`src/rtl/sweep_clear_ram.sv`:
```
// Single-port synchronous data RAM, cleared by a one-word-per-cycle sweep after reset or Clear.
// Optional macro SWEEP_RAM_RDW_BYPASS_EN selects write-first read-during-write (default read-first).
module sweep_clear_ram #(
    parameter int unsigned           DATA_W    = 8,
    parameter int unsigned           ADDR_W    = 8,
    parameter logic [DATA_W-1:0]     CLEAR_VAL = '0
) (
    input  logic              ph1,
    input  logic              reset,
    input  logic              Clear,
    input  logic              MemRead,
    input  logic              MemWrite,
    input  logic [ADDR_W-1:0] Address,
    input  logic [DATA_W-1:0] Write_data,
    output logic [DATA_W-1:0] MemData,
    output logic              RdValid,
    output logic              Ready
);

    localparam int unsigned DEPTH = 2 ** ADDR_W;

    typedef enum logic {
        CLEAR = 1'b0,
        RUN   = 1'b1
    } state_t;

    state_t            state;
    logic [ADDR_W-1:0] clr_addr;
    logic [DATA_W-1:0] mem [DEPTH];

    logic              we;
    logic [ADDR_W-1:0] waddr;
    logic [DATA_W-1:0] wdata;
    logic [DATA_W-1:0] rd_word;

    // Single write port shared by the sweep and the datapath keeps the array block-RAM friendly.
    always_comb begin
        we    = 1'b0;
        waddr = clr_addr;
        wdata = CLEAR_VAL;
        if (!reset && !Clear) begin
            if (state == CLEAR) begin
                we = 1'b1;
            end else if (MemWrite) begin
                we    = 1'b1;
                waddr = Address;
                wdata = Write_data;
            end
        end
    end

    always_ff @(posedge ph1) begin
        if (we) begin
            mem[waddr] <= wdata;
        end
    end

`ifdef SWEEP_RAM_RDW_BYPASS_EN
    // Read and write share Address, so a concurrent write always hits the word being read.
    always_comb begin
        rd_word = MemWrite ? Write_data : mem[Address];
    end
`else
    always_comb begin
        rd_word = mem[Address];
    end
`endif

    always_ff @(posedge ph1) begin
        if (reset) begin
            state    <= CLEAR;
            clr_addr <= '0;
            MemData  <= '0;
            RdValid  <= 1'b0;
            Ready    <= 1'b0;
        end else if (Clear) begin
            state    <= CLEAR;
            clr_addr <= '0;
            MemData  <= '0;
            RdValid  <= 1'b0;
            Ready    <= 1'b0;
        end else begin
            case (state)
                CLEAR: begin
                    clr_addr <= clr_addr + ADDR_W'(1);
                    MemData  <= '0;
                    RdValid  <= 1'b0;
                    if (clr_addr == '1) begin
                        state <= RUN;
                        Ready <= 1'b1;
                    end
                end
                RUN: begin
                    if (MemRead) begin
                        MemData <= rd_word;
                        RdValid <= 1'b1;
                    end else begin
                        MemData <= '0;
                        RdValid <= 1'b0;
                    end
                end
                default: begin
                    state <= CLEAR;
                    Ready <= 1'b0;
                end
            endcase
        end
    end

endmodule

```
`config.mk`:
```
export PLATFORM = sky130hd
export DESIGN_NAME = sweep_clear_ram
export DESIGN_NICKNAME = d
export VERILOG_FILES = /design/src/rtl/sweep_clear_ram.sv
export SDC_FILE = /design/constraint.sdc
export NUM_CORES = 2
export LEC_CHECK = 0
export BUFFER_PORTS_ARGS = -buffer_cell sky130_fd_sc_hd__buf_2
export CELL_PAD_IN_SITES_DETAIL_PLACEMENT = 1
export CELL_PAD_IN_SITES_GLOBAL_PLACEMENT = 1
export CORE_UTILIZATION = 30
export CTS_CLUSTER_SIZE = 40
export DETAILED_ROUTE_END_ITERATION = 6
export PLACE_DENSITY_LB_ADDON = 0.1
export SLEW_MARGIN = 20
export SYNTH_ARGS = -nofsm -noshare
export SYNTH_HDL_FRONTEND = slang
export SYNTH_SLANG_ARGS = --single-unit
```
`constraint.sdc`:
```
create_clock -name ph1 -period 16.5 [get_ports ph1]
set_input_delay 1.65 -clock ph1 [delete_from_list [all_inputs] [get_ports ph1]]
set_output_delay 1.65 -clock ph1 [all_outputs]
set_load 0.005 [all_outputs]
```
Yosys cells after proc, flatten, opt, wreduce, memory -nomap -nowiden
Memory sizes are Yosys's and may differ from the RTL's.
Index checks and enable logic that the tools add are counted.
{"block": "classes", "n_reduce_logical": 5, "add_sub_neg": 1, "bitwise": 1, "mux": 17, "n_eq_ne": 1}
{"op": "2-to-1 mux 8 bit", "count": 7}
{"op": "case mux 8 bit (2 select lines)", "count": 1}
{"op": "adder 8 x 1 -> 8 bit, second input constant", "count": 1}
{"op": "== test 8 bit, second input constant", "count": 1}
{"op": "2-to-1 mux 1 bit", "count": 8}
{"op": "logical NOT 1 bit", "count": 2}
{"op": "case mux 1 bit (2 select lines)", "count": 1}
{"op": "AND reduction 2 bit", "count": 1}
{"op": "OR reduction 2 bit", "count": 1}
{"op": "logical AND 1 bit", "count": 1}
{"op": "NOT 1 bit", "count": 1}
{"block": "word_totals", "memories": 1, "output_inout_bits": 10, "reg_bits": 19, "ram_bits": 2048}
{"memory": "mem", "depth": 256, "word_bits": 8, "read_ports": 1, "rd_ports_with_merged_regs": 0, "wr": 1, "line": "29", "rtl": "logic [DATA_W-1:0] mem [DEPTH];"}

Longest topological paths before layout
{"block": "depth", "ltp_word": 5, "mapped_depth": 13, "ltp_nobuf": 7}

Worst setup path before layout
Ideal clock, no wire load.
{"block": "synth_timing", "path_kind": "input port to flip-flop", "from": "input Clear", "to": "memory mem[0][0], data pin", "path_slack_ns": 9.961, "setup_ns": 0.869, "path_buffers": 2, "cell_stages": 5, "arrival_ns": 5.669, "cell_sequence": "nor2_1 and3_1 clkbuf_1 clkbuf_1 and2_1"}
{"block": "synth_via", "elab_chain_len": 3}
{"item": "from (decl)", "line": "10", "rtl": "input logic Clear,"}
{"item": "logical NOT 1 bit", "line": "41", "rtl": "if (!reset && !Clear) begin"}
{"item": "logical AND 1 bit", "line": "41"}
{"item": "2-to-1 mux 8 bit", "line": "41"}
{"item": "net wdata[0]", "line": "33", "rtl": "logic [DATA_W-1:0] wdata;"}
{"item": "to (decl)", "line": "29"}
The timed path passes the listed nets, and every way through them passes these cells.

Worst setup path in the final report
{"block": "layout_timing", "from": "input Address[2]", "to": "register MemData[1]"}
{"block": "layout_via", "elab_chain_len": 3}
{"item": "from (decl)", "line": "13", "rtl": "input logic [ADDR_W-1:0] Address,"}
{"item": "memory read (256 x 8 bit)"}
{"item": "2-to-1 mux 8 bit", "line": "94", "rtl": "if (MemRead) begin"}
{"item": "case mux 8 bit (2 select lines)", "line": "83", "rtl": "case (state)"}
{"item": "to (signal assigned)", "line": "95", "rtl": "MemData <= rd_word;"}
{"item": "to (decl)", "line": "15", "rtl": "output logic [DATA_W-1:0] MemData,"}
Every way passes these cells.
A chain may end at the register's enable or synchronous reset.

==> flow_summary.json <==
{
  "ir_drop_v": 0.0000796,
  "clk_path_buf_depth": 4,
  "grt_max_degree": 186,
  "ys_ff_latch": 2067,
  "die_w_um": 524,
  "skew_ps": 45.8,
  "status": "completed",
  "grt_pass1_wl_um": 352000,
  "wl_per_cell_um": 32.3,
  "fin_tns_setup_ps": 0,
  "place_inst": 7396,
  "grt_setup_unrepaired": "no",
  "fmax_mhz": 165,
  "cts.sinks": 2067,
  "synthCells": 3942,
  "synth-edff-count": 2048,
  "drt_iter0_drc": 3208,
  "p_per_area_nw_per_um2": 118,
  "crit_path_start_kind": "input pin",
  "postSynthAreaPerCell_um2": 20.7,
  "worstMarginPinSlew_ps": 1120,
  "core_um2": 271000,
  "clk_pin_slew_ps": 60,
  "hold_viol": 0,
  "yosysTopAreaCellShare_pct": 75.2,
  "cts_tree": "yes",
  "drv_slew": 0,
  "synthTopCellsByArea": "edfxtp_1 (75%), mux4_2 (8.9%), mux2i_1 (3.2%), mux4_1 (3.0%), nor2_1 (1.4%)",
  "grt_pass1_vias": 42000,
  "timing.final.crit_share_pct": 36.6,
  "grt_overflow": 0,
  "antenna_found_initial": 18,
  "die_area_um2": 275000,
  "postCtsHoldBufs": 0,
  "critical_path.max_fanout": 43,
  "p_leak_nw": 33.6,
  "cts_setup_buffers": 0,
  "place_congestion": 0.759,
  "place.port_buffers": 30,
  "seq_area_frac_synth_pct": 75.7,
  "final_cells": 7815,
  "syn_nets": 3964,
  "critical_path_class": "in2reg",
  "cts.htree.levels": 4,
  "arrival_ps": 6830,
  "dp_hpwl_um": 157000,
  "synth_cell_types": 70,
  "period_needed_ps": 6040,
  "first_pass_iters": 6,
  "drv_cap": 0,
  "setup_violations": 0,
  "cts_buffers": 234,
  "layout-drive-gt1-share_pct": 19.3,
  "async_flop_share_pct": 0,
  "rows": 191,
  "routed_wl_um": 252000,
  "syn2layout_area_growth_pct": 12.9,
  "die_y_um": 524,
  "num_vias": 39700,
  "drcViolationCount": 0,
  "slew_headroom_pct": 25.2,
  "synth_area_leader_cell": "edfxtp_1",
  "worstPathRequired_ps": 17290,
  "root_buffer": "clkbuf_16",
  "initial_core_util_pct": 30.2,
  "antenna_left": 0,
  "ctsResizeCount": 0,
  "insertion_delay_ps": 900,
  "grt_use_total_pct": 18.3,
  "syn_area_um2": 81800,
  "io_pins": 31,
  "synth_warnings": 0,
  "setup.worst_path.end_class": "flip-flop",
  "vias_per_cell": 5.08,
  "fin_nets": 4085,
  "hold_class": "reg2reg",
  "synth_top_flop_cell": "edfxtp_1"
}
-- final cells by class --
cell class,instances,area [um^2]
Sequential cell,2067,61900
Clock buffer,301,6160
Multi-Input combinational cell,1629,17900
Fill cell,26600,179000
Antenna cell,5,12.5
Clock inverter,112,820
Timing Repair Buffer,126,1030
Inverter,5,26.3
Tap cell,3570,4470
-- registers in the layout, indices dropped and copies added (netlist names) --
register and flops:
Ready 1, clr_addr 8, state 1, MemData 8, mem 2048, RdValid 1
-- placed cells by master, fill, tap and decap left out, types with 6 or more instances in the layout --
cell | netlist | routed
a211oi_1 | 13 | 13
a21oi_1 | 70 | 69
a22oi_1 | 24 | 24
and2_1 | 17 | 9
and2_4 | 0 | 8
buf_12 | 35 | 7
buf_2 | 46 | 26
buf_4 | 41 | 88
bufinv_16 | 0 | 10
clkbuf_1 | 58 | 63
clkbuf_16 | 0 | 235
clkinv_1 | 0 | 51
clkinv_2 | 0 | 41
dfxtp_1 | 19 | 19
edfxtp_1 | 2048 | 2048
mux2_2 | 11 | 11
mux2i_1 | 259 | 259
mux4_1 | 93 | 93
mux4_2 | 325 | 325
nand2_1 | 103 | 103
nand3_1 | 51 | 43
nand3_2 | 1 | 6
nand3b_1 | 11 | 11
nand4_1 | 8 | 8
nor2_1 | 297 | 294
nor3_1 | 12 | 11
o211ai_1 | 8 | 8
o21ai_0 | 36 | 32
o21ai_1 | 13 | 17
o221ai_1 | 94 | 94
o221ai_2 | 22 | 22
o22ai_1 | 72 | 72
o31ai_1 | 16 | 16
or3_1 | 7 | 7
or4_1 | 6 | 6
-- synthesized netlist by cell type, drive strengths merged (11+ instances only) --
cell type  instances
a211oi            13
a21oi             70
a22oi             24
and2              17
buf              166
clkbuf            71
dfxtp             19
edfxtp          2048
mux2              11
mux2i            259
mux4             418
nand2            104
nand3             52
nand3b            12
nor2             297
nor3              12
o21ai             49
o221ai           116
o22ai             72
o31ai             18
-- logic make-up (layout without fill, tap and decap cells) --
logic type / Yosys count / count (layout) / synth area share (%)
AO/OA/AOI/OAI: 397 / 397 / 3.57
XOR/XNOR: 6 / 6 / 0.0643
adder cells (fa/ha/maj): 1 / 1 / 0.0153
buffers and inverters: 246 / 544 / 2.59
flip-flops: 2067 / 2067 / 75.7
multiplexers: 688 / 688 / 15.3
other: 0 / 5 / 0
AND/OR/NAND/NOR: 537 / 537 / 2.84
-- power by group --
part,internal (mW),switching (mW)
clock,2.77,2.10
combinational,0.0964,0.205
sequential,5.68,0.000755
total,8.54,2.31
-- critical path, cell delays in order --
cell	delay (ps)
buf_4	550
buf_4	780
nand2b_4	580
buf_4	530
o221ai_2	380
o22ai_1	140
o21ai_0	490
o21ai_0	510
or4_1	850
o31ai_1	140
-- final timing paths --
check | cells after the start | slack (ps) | end | from
hold / removal | 2 | 580 | clr_addr[6] | clr_addr[6]
hold reg to reg | 2 | 580 | clr_addr[6] | clr_addr[6]
setup / recovery | 10 | 10460 | MemData[1] | Address[2]
setup reg to reg | 6 | 11620 | mem[16][5] | state
-- routing by layer --
layer,up-vias,wire length [um],global-route usage (%)
li1,16800,-,-
met1,21800,117000,25.6
met2,772,121000,30.2
met3,300,8760,2.49
met4,6,5810,4.31
met5,-,28,0
-- stage by stage --
step	area, um^2	total power, mW	util [%]	hold slack (ps)	setup WS, ps
floorplan	81800	6.01	-	460	9960
global placement	85300	6.10	31.5	567	9430
detailed placement	85300	6.10	31.5	568	9660
CTS	92300	11.0	34.1	579	10640
global route	92300	11.2	34.1	609	10470
finish	92300	10.9	34.1	579	10460
Power figures use the tool's default switching activity.
